$ cat src/rtl/mem_access.sv
// Memory-access pipeline stage: ALU pass-through, load/store on a req/ack bus
// with big-endian lane steering, alignment checking and a bus timeout.
module mem_access #(
    parameter int BUS_TIMEOUT = 255
) (
    input  logic        clk,
    input  logic        rst,
    input  logic [7:0]  aluop_i,
    input  logic [4:0]  wd_i,
    input  logic        wreg_i,
    input  logic [31:0] wdata_i,
    input  logic [31:0] mem_addr_i,
    input  logic [31:0] mem_data_i,
    output logic [4:0]  wd_o,
    output logic        wreg_o,
    output logic [31:0] wdata_o,
    output logic        stallreq_o,
    output logic        bus_req_o,
    output logic        bus_we_o,
    output logic [31:0] bus_addr_o,
    output logic [3:0]  bus_sel_o,
    output logic [31:0] bus_wdata_o,
    input  logic [31:0] bus_rdata_i,
    input  logic        bus_ack_i,
    output logic        bus_err_o
);
    localparam logic [7:0] EXE_LB_OP  = 8'b1110_0000;
    localparam logic [7:0] EXE_LH_OP  = 8'b1110_0001;
    localparam logic [7:0] EXE_LW_OP  = 8'b1110_0011;
    localparam logic [7:0] EXE_LBU_OP = 8'b1110_0100;
    localparam logic [7:0] EXE_LHU_OP = 8'b1110_0101;
    localparam logic [7:0] EXE_SB_OP  = 8'b1110_1000;
    localparam logic [7:0] EXE_SH_OP  = 8'b1110_1001;
    localparam logic [7:0] EXE_SW_OP  = 8'b1110_1011;
    localparam int CW = $clog2(BUS_TIMEOUT + 1);

    typedef enum logic {S_IDLE, S_WAIT} state_t;

    state_t      r_state, w_state_nx;
    logic [CW-1:0] r_cnt, w_cnt_nx;
    logic [7:0]  r_op;
    logic [1:0]  r_off;
    logic [4:0]  r_wd;
    logic        r_wreg;

    logic [4:0]  w_wd_nx;
    logic        w_wreg_nx, w_req_nx, w_we_nx, w_err_nx;
    logic [31:0] w_wdata_nx, w_baddr_nx, w_bwdata_nx;
    logic [3:0]  w_sel_nx;

    logic w_byte, w_half, w_word, w_load, w_store, w_mem, w_misalign, w_lim;
    logic [3:0]  w_sel;
    logic [31:0] w_stdata, w_ldata;
    logic [7:0]  w_rbyte;
    logic [15:0] w_rhalf;

    assign w_byte  = (aluop_i == EXE_LB_OP) || (aluop_i == EXE_LBU_OP) || (aluop_i == EXE_SB_OP);
    assign w_half  = (aluop_i == EXE_LH_OP) || (aluop_i == EXE_LHU_OP) || (aluop_i == EXE_SH_OP);
    assign w_word  = (aluop_i == EXE_LW_OP) || (aluop_i == EXE_SW_OP);
    assign w_store = (aluop_i == EXE_SB_OP) || (aluop_i == EXE_SH_OP) || (aluop_i == EXE_SW_OP);
    assign w_load  = (w_byte || w_half || w_word) && !w_store;
    assign w_mem   = w_byte || w_half || w_word;
    assign w_misalign = (w_half && mem_addr_i[0]) || (w_word && (mem_addr_i[1:0] != 2'b00));

    assign w_sel    = w_byte ? (4'b1000 >> mem_addr_i[1:0]) :
                      w_half ? (mem_addr_i[1] ? 4'b0011 : 4'b1100) : 4'b1111;
    assign w_stdata = w_byte ? {4{mem_data_i[7:0]}} :
                      w_half ? {2{mem_data_i[15:0]}} : mem_data_i;

    // Lane 0 (addr offset 0) is the most significant byte.
    always_comb begin
        case (r_off)
            2'd0:    w_rbyte = bus_rdata_i[31:24];
            2'd1:    w_rbyte = bus_rdata_i[23:16];
            2'd2:    w_rbyte = bus_rdata_i[15:8];
            default: w_rbyte = bus_rdata_i[7:0];
        endcase
        w_rhalf = r_off[1] ? bus_rdata_i[15:0] : bus_rdata_i[31:16];
        case (r_op)
            EXE_LB_OP:  w_ldata = {{24{w_rbyte[7]}}, w_rbyte};
            EXE_LBU_OP: w_ldata = {24'b0, w_rbyte};
            EXE_LH_OP:  w_ldata = {{16{w_rhalf[15]}}, w_rhalf};
            EXE_LHU_OP: w_ldata = {16'b0, w_rhalf};
            default:    w_ldata = bus_rdata_i;
        endcase
    end

    assign w_lim = (r_cnt == CW'(BUS_TIMEOUT - 1));

    always_comb begin
        w_state_nx  = r_state;
        w_cnt_nx    = r_cnt;
        w_wd_nx     = wd_o;
        w_wreg_nx   = 1'b0;
        w_wdata_nx  = wdata_o;
        w_req_nx    = bus_req_o;
        w_we_nx     = bus_we_o;
        w_baddr_nx  = bus_addr_o;
        w_sel_nx    = bus_sel_o;
        w_bwdata_nx = bus_wdata_o;
        w_err_nx    = 1'b0;
        stallreq_o  = 1'b0;
        case (r_state)
            S_IDLE: begin
                if (!w_mem) begin
                    w_wd_nx    = wd_i;
                    w_wreg_nx  = wreg_i;
                    w_wdata_nx = wdata_i;
                end else if (w_misalign) begin
                    w_wd_nx    = wd_i;
                    w_wdata_nx = 32'h0;
                    w_err_nx   = 1'b1;
                end else begin
                    stallreq_o  = 1'b1;
                    w_wd_nx     = wd_i;
                    w_req_nx    = 1'b1;
                    w_we_nx     = w_store;
                    w_baddr_nx  = {mem_addr_i[31:2], 2'b00};
                    w_sel_nx    = w_sel;
                    w_bwdata_nx = w_store ? w_stdata : 32'h0;
                    w_cnt_nx    = '0;
                    w_state_nx  = S_WAIT;
                end
            end
            default: begin
                if (bus_ack_i) begin
                    w_req_nx   = 1'b0;
                    w_state_nx = S_IDLE;
                    if (!bus_we_o) begin
                        w_wd_nx    = r_wd;
                        w_wreg_nx  = r_wreg;
                        w_wdata_nx = w_ldata;
                    end
                end else if (w_lim) begin
                    // Ack never came: abandon the access and flag it.
                    w_req_nx   = 1'b0;
                    w_err_nx   = 1'b1;
                    w_wdata_nx = 32'h0;
                    w_state_nx = S_IDLE;
                end else begin
                    stallreq_o = 1'b1;
                    w_cnt_nx   = r_cnt + 1'b1;
                end
            end
        endcase
        if (rst) stallreq_o = 1'b0;
    end

    always_ff @(posedge clk) begin
        if (rst) begin
            r_state     <= S_IDLE;
            r_cnt       <= '0;
            r_op        <= 8'h0;
            r_off       <= 2'b00;
            r_wd        <= 5'h0;
            r_wreg      <= 1'b0;
            wd_o        <= 5'h0;
            wreg_o      <= 1'b0;
            wdata_o     <= 32'h0;
            bus_req_o   <= 1'b0;
            bus_we_o    <= 1'b0;
            bus_addr_o  <= 32'h0;
            bus_sel_o   <= 4'h0;
            bus_wdata_o <= 32'h0;
            bus_err_o   <= 1'b0;
        end else begin
            r_state     <= w_state_nx;
            r_cnt       <= w_cnt_nx;
            if (r_state == S_IDLE) begin
                r_op   <= aluop_i;
                r_off  <= mem_addr_i[1:0];
                r_wd   <= wd_i;
                r_wreg <= wreg_i;
            end
            wd_o        <= w_wd_nx;
            wreg_o      <= w_wreg_nx;
            wdata_o     <= w_wdata_nx;
            bus_req_o   <= w_req_nx;
            bus_we_o    <= w_we_nx;
            bus_addr_o  <= w_baddr_nx;
            bus_sel_o   <= w_sel_nx;
            bus_wdata_o <= w_bwdata_nx;
            bus_err_o   <= w_err_nx;
        end
    end
endmodule

$ cat config.mk
export PLATFORM = sky130hd
export DESIGN_NAME = mem_access
export DESIGN_NICKNAME = d
export VERILOG_FILES = /design/src/rtl/mem_access.sv
export SDC_FILE = /design/constraint.sdc
export NUM_CORES = 1
export LEC_CHECK = 0
export BUFFER_PORTS_ARGS = -buffer_cell sky130_fd_sc_hd__clkbuf_2
export CAP_MARGIN = 0
export CELL_PAD_IN_SITES_DETAIL_PLACEMENT = 0
export CELL_PAD_IN_SITES_GLOBAL_PLACEMENT = 1
export CORE_MARGIN = 5
export CORE_UTILIZATION = 31
export DETAILED_ROUTE_END_ITERATION = 6
export GPL_TIMING_DRIVEN = 0
export PLACE_DENSITY = 0.81
export SKIP_CTS_REPAIR_TIMING = 1
export SLEW_MARGIN = 30
export SYNTH_ARGS = -nofsm -noshare
export SYNTH_HDL_FRONTEND = slang
export SYNTH_SLANG_ARGS = --single-unit
export TNS_END_PERCENT = 5
$ cat constraint.sdc
create_clock -name clk -period 2 [get_ports clk]
set_input_delay 0.4 -clock clk [delete_from_list [all_inputs] [get_ports clk]]
set_output_delay 0.4 -clock clk [all_outputs]
set_load 0.005 [all_outputs]
**Word-level counts from Yosys, hierarchy flattened**

Cells that the tools add are included.

- Add/subtract/negate cells: 1
- Eq/ne operators: 23
- Shift-type cells: 1
- Muxes and demuxes: 43
- Bitwise logic cells: 2
- Reduce and logical (&&, ||, !) cells: 20

Operators by type and width:

| cell | count |
|---|---|
| 32-bit two-way mux | 9 |
| 32-bit case mux with 4 select lines | 1 |
| 8-bit equality test (second input constant) | 13 |
| 8-bit two-way mux | 5 |
| 8-bit case mux with 3 select lines | 1 |
| 1-bit two-way mux | 20 |
| 16-bit two-way mux | 1 |
| 5-bit two-way mux | 3 |
| 4-bit two-way mux | 3 |
| 1-bit logical OR | 10 |
| 2-bit != test (second input constant) | 5 |
| 3-bit AND reduction | 3 |
| 8-bit by 1-bit adder with 8-bit output (second input constant) | 1 |
| 3-bit by 2-bit != test with 1-bit output (second input constant) | 2 |
| 4-bit AND reduction | 1 |
| 2-bit nonzero test | 2 |
| 4-bit by 2-bit right shift with 4-bit output (first input constant) | 1 |
| 3-bit != test (second input constant) | 1 |
| 2-bit by 1-bit equality test with 1-bit output (second input constant) | 1 |
| 2-bit equality test (second input constant) | 1 |
| 1-bit logical AND | 2 |
| 2-bit zero test | 1 |
| 1-bit NOT | 2 |
| 2-bit AND reduction | 1 |

- Register bits after elaboration: 132
- Bits of input ports: 145
- Output and inout bits: 110
- Word-level logic and storage cells: 105

**Longest topological paths before layout**

Gate-level depths: netlist (run 1).

- Depth after elaboration: 9
- Depth in mapped cells: 8
- Mapped depth without buffers: 7

**Worst setup path after synthesis (run 1)**

OpenSTA, ideal clock, no wires.

- Path type: input-to-reg
- From: input port aluop_i[2]
- To: register bus_wdata_o[13]
- Library setup time: 0.069 ns
- Data arrival time: 1.973 ns
- Data required time: 1.931 ns
- Slack: -0.042 ns
- Stages on the path: 8
- Buffers on the path: 3
- Cell sequence: buf_4 -> and3b_1 -> a221oi_4 -> nand2_2 -> or3_1 -> buf_2 -> buf_6 -> o21ai_1

- Word-level cells in the longest chain between the ends: 7
- Elaborated cells on any way between the ends: 24
- Classes of those cells: eq/ne: 8; mux: 2; bitwise: 1; reduce/logical: 13

Ends and longest elaborated chain:

| element | line | text |
|---|---|---|
| from (decl) | 8 | `input logic [7:0] aluop_i,` |
| 8-bit equality test | 58 | `assign w_half = (aluop_i == EXE_LH_OP) \|\| (aluop_i == EXE_LHU_OP) \|\| (aluop_i == EXE_SH_OP);` |
| 1-bit logical OR (2 in series) | 58 |  |
| 1-bit logical AND | 63 | `assign w_misalign = (w_half && mem_addr_i[0]) \|\| (w_word && (mem_addr_i[1:0] != 2'b00));` |
| 1-bit logical OR | 63 |  |
| 1-bit NOT (no source line) | -- |  |
| 3-bit AND reduction (no source line) | -- |  |
| to (signal assigned) | 182 | `bus_wdata_o <= w_bwdata_nx;` |
| to (decl) | 22 | `output logic [31:0] bus_wdata_o,` |

Parallel ways exist; a longest one is shown, timed or not.
A chain may end at the register's enable or synchronous reset.

**Worst setup path after layout (run 1)**

- From: register r_cnt[0]
- To: output port stallreq_o

- Word-level cells in the longest chain between the ends: 5

Ends and longest elaborated chain:

| element | line | text |
|---|---|---|
| from (decl) | 40 | `logic [CW-1:0] r_cnt, w_cnt_nx;` |
| from (signal assigned) | 168 | `r_cnt <= w_cnt_nx;` |
| 8-bit equality test | 88 | `assign w_lim = (r_cnt == CW'(BUS_TIMEOUT - 1));` |
| 1-bit two-way mux | 134 | `end else if (w_lim) begin` |
| 1-bit two-way mux | 126 | `if (bus_ack_i) begin` |
| 1-bit two-way mux | 103 | `case (r_state)` |
| 1-bit two-way mux | 146 | `if (rst) stallreq_o = 1'b0;` |
| to (decl) | 17 | `output logic stallreq_o,` |

No other way between the ends.

==> results of run 1 <==
[how the worst max path moves through the flow]
stage | start | endpoint | slack (ns)
2_1_floorplan | aluop_i[2] | bus_wdata_o[13] | 0.004
3_3_place_gp | aluop_i[4] | bus_sel_o[3] | -0.64
4_1_cts | r_cnt[1] | wdata_o[6] | -0.56
5_1_grt | r_cnt[0] | stallreq_o | -0.14
6_report | r_cnt[0] | stallreq_o | -0.07
3_5_place_dp | aluop_i[4] | bus_sel_o[3] | -0.65
[metrics by stage]
stage                     cells  utilization (%)
after floorplan             703                -
after global placement     1212             40.1
after detailed placement   1212             40.1
after CTS                  1243             43.2
after global routing       1253             44.6
final                      1253             44.6
[layout by cell type (no fill, tap or decap), types with 9 or more instances in the layout]
master,netlist,layout
clkbuf_16,0,17
o21ai_1,26,26
nor2_1,67,65
nand2_1,124,124
o21ai_0,36,36
a311oi_1,27,27
dfxtp_1,132,125
buf_4,3,16
o21a_1,10,9
a22oi_1,9,9
mux2i_1,59,59
clkbuf_1,39,24
clkbuf_2,0,260
a21oi_1,38,36
nor3_1,11,10
[metal layers]
layer	up-vias	GRT usage, %
li1	3057	-
met1	2812	22.0
met2	231	30.3
met3	31	6.49
met4	2	6.05
met5	-	0
[registers in the layout, summed over array words and instances, names as in the netlist, 2 cells and up]
signal       count
bus_wdata_o     32
r_cnt            8
r_op             8
bus_addr_o      30
bus_sel_o        4
wdata_o         32
r_wd             5
r_off            2
wd_o             5
[power breakdown]
| part | switching, W | total, W | internal [W] | leakage [nW] |
|---|---|---|---|---|
| combinational | 0.000357 | 0.000650 | 0.000293 | 2.26 |
| clock | 0.00119 | 0.00317 | 0.00198 | 0.280 |
| sequential | 0.0000448 | 0.00275 | 0.00271 | 1.08 |
[logic make-up (layout without fill, tap and decap cells)]
| group | count (synthesis) | after routing | share of synthesized area [%] |
|---|---|---|---|
| multiplexers | 62 | 62 | 10.5 |
| flip-flops | 132 | 132 | 44.3 |
| buffers and inverters | 62 | 352 | 4.51 |
| XOR/XNOR | 6 | 6 | 0.881 |
| AO/OA/AOI/OAI | 200 | 200 | 22.5 |
| adder cells (fa/ha/maj) | 2 | 2 | 0.420 |
| AND/OR/NAND/NOR | 237 | 237 | 16.8 |
| other | 1 | 2 | 0.0629 |
[worst min-delay path, cell delays in order]
cell and delay (ns):
clkbuf_2 0.08, nand2_1 0.04, a21oi_1 0.05
[final cells by class]
cell class              count  area (µm²)  area share [%]
clock inverters            13         160            1.91
inverters                   4        15.0           0.179
repair buffers            261        1340            15.9
clock buffers              18         439            5.23
well taps                 260         325            3.88
multi-input cells         509        3170            37.8
plain buffers              56         287            3.41
flip-flops and latches    132        2660            31.7
==> reports/metrics.yaml, run 1 <==
hp-class: "in -> reg"
ys_top_cells_by_area: "dfxtp_1 44%, mux2i_1 9.9%, nand2_1 7.8%, nor2_1 4.2%, a311oi_1 4.0%"
skew_ns: 0.00865
drt-initial-drc-count: 305
clockBufferDepth: 2
synthTopCellsByCount: "132 x dfxtp_1, 124 x nand2_1, 67 x nor2_1, 59 x mux2i_1, 39 x clkbuf_1"
synthCells: 702
synth_ff_type: "dfxtp_1"
die_y_um: 149
hold_viol_final: 0
fillers: 1934
post-route-min-period_ns: 2.07
synth.ff_latch_count: 132
max_slew_margin_pct: 52.9
crit_type: "reg -> out"
rows: 50
synth_top_cell_area_share_pct: 44.3
fin_ws_ns: -0.0690
final_area_um2: 8390
path_cells: "inv_2 -> ha_4 -> nand3_4 -> o21a_4 -> a21oi_4 -> nor2_2 -> buf_2"
grt_pass1_wl_um: 31900
top_layer: "met5"
synth_area_um2: 5960
routed-wl-met3_um: 1830
r2r-end: "wdata_o[6]"
wl_per_cell_um: 16.8
grt_use_total_pct: 18.2
drt-met1-wl_um: 8930
status: "finished, violations left"
power_w: 0.00657
hpwl_um: 16400
core_um2: 18800
setup_violations: 1
fmax_ghz: 0.483
dr_wl_met2_um: 9920
synthArstFlopShare_pct: 0
placed_area_um2: 7540
critPathBufInv: 2
rsz0062_at_grt: "yes"
cp_top_family: "compound AO/OA/AOI/OAI gates"
layout-drive-gt1-share_pct: 35.9
worst_pin_slew_ns: 0.706
postRouteAntennaNets: 0
period_share_pct: 103
clk_pin_slew_ns: 0.06
port_buffers: 249
gp_congestion: 0.848
maxSlewViolCount: 0
violations: "negative setup slack"
start_util_pct: 31.7
place_ws_ns: -0.646
antenna_cells: 0
timing.rr.start: "r_cnt[0]"
nets: 1128
cts-buffers-inserted: 17
ir_drop_uv: 589
critPathLaunchType: "flip-flop"
synth_cell_types: 49
cpPeakStageDelay_ns: 0.35
antenna_found_initial: 1
clock_latency_ns: 0.42
viasPerCell: 4.89
worstPathMaxFanout: 4
die_w_um: 149
ios: 255
critPathArrivalTime_ns: 1.67
cts_tree: "yes"
dr.pass1.iters: 4
required_ns: 1.60
drc: 0
route.vias.total: 6133
grt_pass1_vias: 5956
gr-total-overflow: 0
r2r_cells: 8
hold_ws_ns: 0.196
slowest_stage: "dfxtp_4"
synth.yosys.seq_area_share_pct: 44.3
endpoint_kind: "primary output"
worst-r2r-setup-slack_ns: 0.09
min_from: "mem_addr_i[30]"
grt_max_degree: 17
hold_depth: 3
synth.avg_cell_area_um2: 8.49
finalSetupTns_ns: -0.0690
yosysTopAreaCell: "dfxtp_1"
power.density_nw_per_um2: 783
routed_wl_um: 21100
dieArea_um2: 22100
min_to: "bus_addr_o[30]"
path_depth: 7
drv_cap: 0
root_buffer: "clkbuf_16"
leakagePower_nw: 3.62
syn2layout_area_growth_pct: 40.7
post-synth-top-count-cell: "dfxtp_1"
cts.sinks: 132
synth_edf_count: 0
cts-htree-levels: 4
yosysWarnings: 0
(Power assumes the default switching activity.)
==> run 2, diff against run 1 <==
--- a/config.mk
+++ b/config.mk
@@ -5,15 +5,16 @@
 export SDC_FILE = /design/constraint.sdc
 export NUM_CORES = 1
 export LEC_CHECK = 0
+export ABC_AREA = 1
 export BUFFER_PORTS_ARGS = -buffer_cell sky130_fd_sc_hd__clkbuf_2
 export CAP_MARGIN = 0
 export CELL_PAD_IN_SITES_DETAIL_PLACEMENT = 0
 export CELL_PAD_IN_SITES_GLOBAL_PLACEMENT = 1
 export CORE_MARGIN = 5
-export CORE_UTILIZATION = 31
+export CORE_UTILIZATION = 33
 export DETAILED_ROUTE_END_ITERATION = 6
 export GPL_TIMING_DRIVEN = 0
-export PLACE_DENSITY = 0.81
+export PLACE_DENSITY = 0.84
 export SKIP_CTS_REPAIR_TIMING = 1
 export SLEW_MARGIN = 30
 export SYNTH_ARGS = -nofsm -noshare
==> constraint.sdc (replaced) <==
create_clock -name clk -period 1.95 [get_ports clk]
set_input_delay 0.39 -clock clk [delete_from_list [all_inputs] [get_ports clk]]
set_output_delay 0.39 -clock clk [all_outputs]
set_load 0.005 [all_outputs]
==> reports/metrics.yaml, run 2 <==
status: "finished, violations left"
violations: "negative setup slack"
skew_ns: 0.0168
worst-r2r-setup-slack_ns: 0.17
synth.ff_latch_count: 132
grt_pass1_vias: 6998
synth_cell_types: 32
hold_depth: 3
endpoint_kind: "primary output"
core_um2: 19600
maxSlewViolCount: 0
fmax_ghz: 0.474
synth_ff_type: "dfxtp_1"
final_cell_mix: "348 x nand2_1, 250 x clkbuf_2, 157 x nor2_1"
ir_drop_uv: 602
synth_fa_ha_area_share_pct: 0.378
start_util_pct: 33.8
cts_tree: "yes"
ys_top_cells_by_area: "dfxtp_1 40%, nand2_1 20%, nor2_1 9.1%, a21oi_1 5.4%, inv_1 4.5%"
wl_per_cell_um: 15.1
synth.area.mux_share_pct: 0.756
drc: 0
r2r_cells: 11
crit_type: "reg -> out"
gr-total-overflow: 0
synth_top_cell_area_share_pct: 39.9
grt_pass1_wl_um: 36600
synthSimpleGateAreaFrac_pct: 35.1
finalSetupTns_ns: -0.161
timing.rr.start: "r_off[0]"
hpwl_um: 18800
synth.avg_cell_area_um2: 6.43
ff_latch_area_um2: 2650
synthArstFlopShare_pct: 0
hp-class: "in -> reg"
p_sw_w: 0.00186
worstPathMaxFanout: 4
layout-drive-gt1-share_pct: 27.2
setup_violations: 1
worst_pin_slew_ns: 0.633
synth.yosys.seq_area_share_pct: 39.9
viasPerCell: 4.58
cts-htree-levels: 4
nets: 1460
synthXorXnorAreaFrac_pct: 0.397
final_cells: 1591
clk_pin_slew_ns: 0.06
grt_max_degree: 17
die_w_um: 152
cellInternalPower_w: 0.00493
fin_ws_ns: -0.161
clockPowerShare_pct: 47.1
route.vias.total: 7291
yosysWarnings: 0
port_buffers: 251
syn2layout_area_growth_pct: 35.3
rows: 51
final_common_cell: "nand2_1"
max_slew_margin_pct: 57.8
postRouteAntennaNets: 0
reg_top3: "bus_wdata_o: 32 flops, wdata_o: 32 flops, bus_addr_o: 30 flops"
synth_top_family_by_area: "simple AND/OR/NAND/NOR gates"
routed_wl_um: 24000
critPathLaunchType: "flip-flop"
fillers: 2119
rsz0062_at_grt: "yes"
required_ns: 1.56
hold_viol_final: 0
post-route-min-period_ns: 2.11
critPathArrivalTime_ns: 1.72
cts-buffers-inserted: 17
synth_area_um2: 6620
period_share_pct: 108
power_w: 0.00679
die_y_um: 152
dieArea_um2: 23000
min_from: "mem_addr_i[28]"
final_core_util_pct: 45.7
ios: 255
synth_edf_count: 0
power_frac_comb_pct: 11.1
synthTopCellsByCount: "352 x nand2_1, 160 x nor2_1, 132 x dfxtp_1, 80 x inv_1, 72 x a21oi_1"
gp_congestion: 0.901
synthCells: 1029
leakagePower_nw: 4.64
power.density_nw_per_um2: 758
grt_use_total_pct: 20.6
synth_compound_area_share_pct: 13.9
drt-initial-drc-count: 329
place_ws_ns: -0.280
clock_latency_ns: 0.42
yosysTopAreaCell: "dfxtp_1"
min_to: "bus_addr_o[28]"
dr.pass1.iters: 5
cts.sinks: 132
clockBufferDepth: 2
multi_input_area_um2: 3390
pwr-share-seq_pct: 41.8
antenna_found_initial: 0
place_inst: 1546
antenna_cells: 0
root_buffer: "clkbuf_16"
swShare_pct: 27.3
drv_cap: 0
post-synth-top-count-cell: "nand2_1"
r2r-end: "wdata_o[23]"
-- run 2: cells by family after synthesis --
group           count (synthesis)
simple gates                  570
compound gates                176
buf+inv                       140
flops                         132
mux                             5
xor+xnor                        3
fa+ha+maj                       2
other cells                     1
-- run 2: worst max path at each step --
| stage | depth (start not counted) | to | from |
|---|---|---|---|
| after floorplan | 10 | stallreq_o | aluop_i[4] |
| after global placement | 12 | stallreq_o | aluop_i[4] |
| after detailed placement | 12 | stallreq_o | aluop_i[4] |
| after CTS | 8 | stallreq_o | r_cnt[0] |
| after global routing | 8 | stallreq_o | r_cnt[4] |
| final | 8 | stallreq_o | r_cnt[4] |
-- run 2: area by class of cell --
type / count / share of cell area [%]
Buffer: 53 / 3.40
Clock inverter: 13 / 1.52
Tap cell: 265 / 3.70
Sequential cell: 132 / 29.6
Clock buffer: 19 / 4.95
Multi-Input combinational cell: 758 / 37.9
Timing Repair Buffer: 264 / 15.2
Inverter: 87 / 3.72
-- run 2: per-layer routing --
metal	wire, µm	global-route usage [%]
met5	0	0
met4	624	7.32
met3	2050	7.02
met2	11000	33.5
met1	10400	25.4
-- run 2: power groups by stage --
stage / Sequential [W] / Clock (W) / Combinational [W]
2_1_floorplan: 0.00290 / 0 / 0.000373
3_3_place_gp: 0.00289 / 0 / 0.000744
3_5_place_dp: 0.00290 / 0 / 0.000744
4_1_cts: 0.00284 / 0.00327 / 0.000749
5_1_grt: 0.00284 / 0.00342 / 0.000849
6_report: 0.00283 / 0.00320 / 0.000755
-- run 2: stage by stage --
| stage | instance area (µm²) | hold WS [ns] |
|---|---|---|
| after floorplan | 6620 | 0.435 |
| after CTS | 8790 | 0.173 |
| final | 8950 | 0.185 |
| after global routing | 8950 | 0.178 |
| after detailed placement | 8210 | 0.440 |
| after global placement | 8210 | 0.435 |
-- run 2: critical path, stage by stage (launching register included) --
cell,delay [ns]
dfxtp_4,0.36
nand2_2,0.05
nor2_2,0.12
nand4_1,0.17
nand2_2,0.17
inv_4,0.06
nor2_4,0.14
nor2_4,0.07
buf_2,0.15
==> run 3, diff against run 2 <==
--- a/config.mk
+++ b/config.mk
@@ -10,7 +10,6 @@
 export CAP_MARGIN = 0
 export CELL_PAD_IN_SITES_DETAIL_PLACEMENT = 0
 export CELL_PAD_IN_SITES_GLOBAL_PLACEMENT = 1
-export CORE_MARGIN = 5
 export CORE_UTILIZATION = 33
 export DETAILED_ROUTE_END_ITERATION = 6
 export GPL_TIMING_DRIVEN = 0
@@ -20,4 +19,3 @@
 export SYNTH_ARGS = -nofsm -noshare
 export SYNTH_HDL_FRONTEND = slang
 export SYNTH_SLANG_ARGS = --single-unit
-export TNS_END_PERCENT = 5
==> reports/metrics.yaml, run 3 (same netlist as run 2, synthesis figures left out) <==
status: "finished, violations left"
violations: "negative setup slack"
hold_depth: 3
final_common_cell: "nand2_1"
cts-htree-levels: 4
nets: 1457
clk_pin_slew_ns: 0.06
dr.pass1.iters: 5
critPathLaunchType: "flip-flop"
grt_use_total_pct: 22.5
viasPerCell: 4.59
grt_pass1_wl_um: 35400
rsz0062_at_grt: "yes"
power.density_nw_per_um2: 770
postRouteAntennaNets: 0
hpwl_um: 17800
cts_tree: "yes"
drt-initial-drc-count: 340
clock_latency_ns: 0.42
grt_max_degree: 17
routed_wl_um: 23000
r2r_cells: 11
wl_per_cell_um: 14.5
max_slew_margin_pct: 57.1
worstPathMaxFanout: 5
fillers: 2083
worst_pin_slew_ns: 0.643
rows: 51
root_buffer: "clkbuf_16"
drc: 0
gr-total-overflow: 0
leakagePower_nw: 4.67
layout-drive-gt1-share_pct: 27.2
required_ns: 1.56
die_y_um: 144
crit_type: "reg -> out"
grt_pass1_vias: 6784
gp_congestion: 0.924
reg_top3: "bus_wdata_o: 32 flops, wdata_o: 32 flops, bus_addr_o: 30 flops"
endpoint_kind: "primary output"
post-route-min-period_ns: 2.07
hold_viol_final: 0
place_ws_ns: -0.297
maxSlewViolCount: 0
core_um2: 19500
antenna_cells: 0
ir_drop_uv: 633
start_util_pct: 33.9
final_cell_mix: "346 x nand2_1, 253 x clkbuf_2, 158 x nor2_1"
syn2layout_area_growth_pct: 35.6
port_buffers: 251
period_share_pct: 106
antenna_found_initial: 0
drv_cap: 0
fin_ws_ns: -0.119
hp-class: "in -> reg"
ios: 255
setup_violations: 1
dieArea_um2: 20600
critPathArrivalTime_ns: 1.68
cts-buffers-inserted: 17
fmax_ghz: 0.483
die_w_um: 144
clockBufferDepth: 2
cts.sinks: 132
final_core_util_pct: 45.9
route.vias.total: 7284
skew_ns: 0.00612
-- run 3: routing by layer --
| layer | routed length (µm) | vias to the layer above | track usage, % |
|---|---|---|---|
| met4 | 253 | 0 | 5.49 |
| li1 | - | 3788 | - |
| met1 | 10100 | 3244 | 27.5 |
| met3 | 1750 | 15 | 6.63 |
| met2 | 10900 | 237 | 38.4 |
| met5 | 0 | - | 0 |
-- run 3: path summary, 6_finish.rpt --
kind                                      start              end  slack [ns]
worst max-delay path                   r_cnt[5]       stallreq_o       -0.12
worst min-delay path             mem_addr_i[15]   bus_addr_o[15]        0.19
worst max register to register         r_off[0]      wdata_o[29]        0.19
worst min register to register  bus_wdata_o[28]  bus_wdata_o[28]        0.45
-- run 3: where the power goes --
part | total (W) | internal (W) | switching, W
registers | 0.00283 | 0.00279 | 0.0000464
clock network | 0.00332 | 0.00202 | 0.00130
logic | 0.000752 | 0.000312 | 0.000440
-- run 3: metrics by stage --
stage                     setup TNS (ns)  power [W]  area (µm²)  instances  hold slack, ns
after floorplan                        0    0.00327        6620       1030           0.435
after global placement             -3.46    0.00364        8210       1546           0.438
after detailed placement           -4.41    0.00364        8210       1546           0.438
after CTS                         -0.423    0.00695        8810       1577           0.180
after global routing              -0.231    0.00719        8970       1587           0.182
final                             -0.119    0.00691        8970       1587           0.190
-- run 3: critical path, cell delays in order, from the launching register on --
cell      delay, ns
dfxtp_2        0.36
nand2_4        0.07
nor2_4         0.11
nand4_1        0.16
nand2_2        0.17
inv_4          0.05
nor2_4         0.16
nor2_4         0.05
clkbuf_2       0.13
-- run 3: cell type report --
type                    count  area, µm²  share of cell area [%]
flip-flops and latches    132       2660                    29.6
inverters                  87        333                    3.71
well taps                 265        332                    3.70
clock buffers              17        425                    4.74
repair buffers            261       1330                    14.8
plain buffers              53        313                    3.49
clock inverters            14        175                    1.95
multi-input cells         758       3400                    37.9
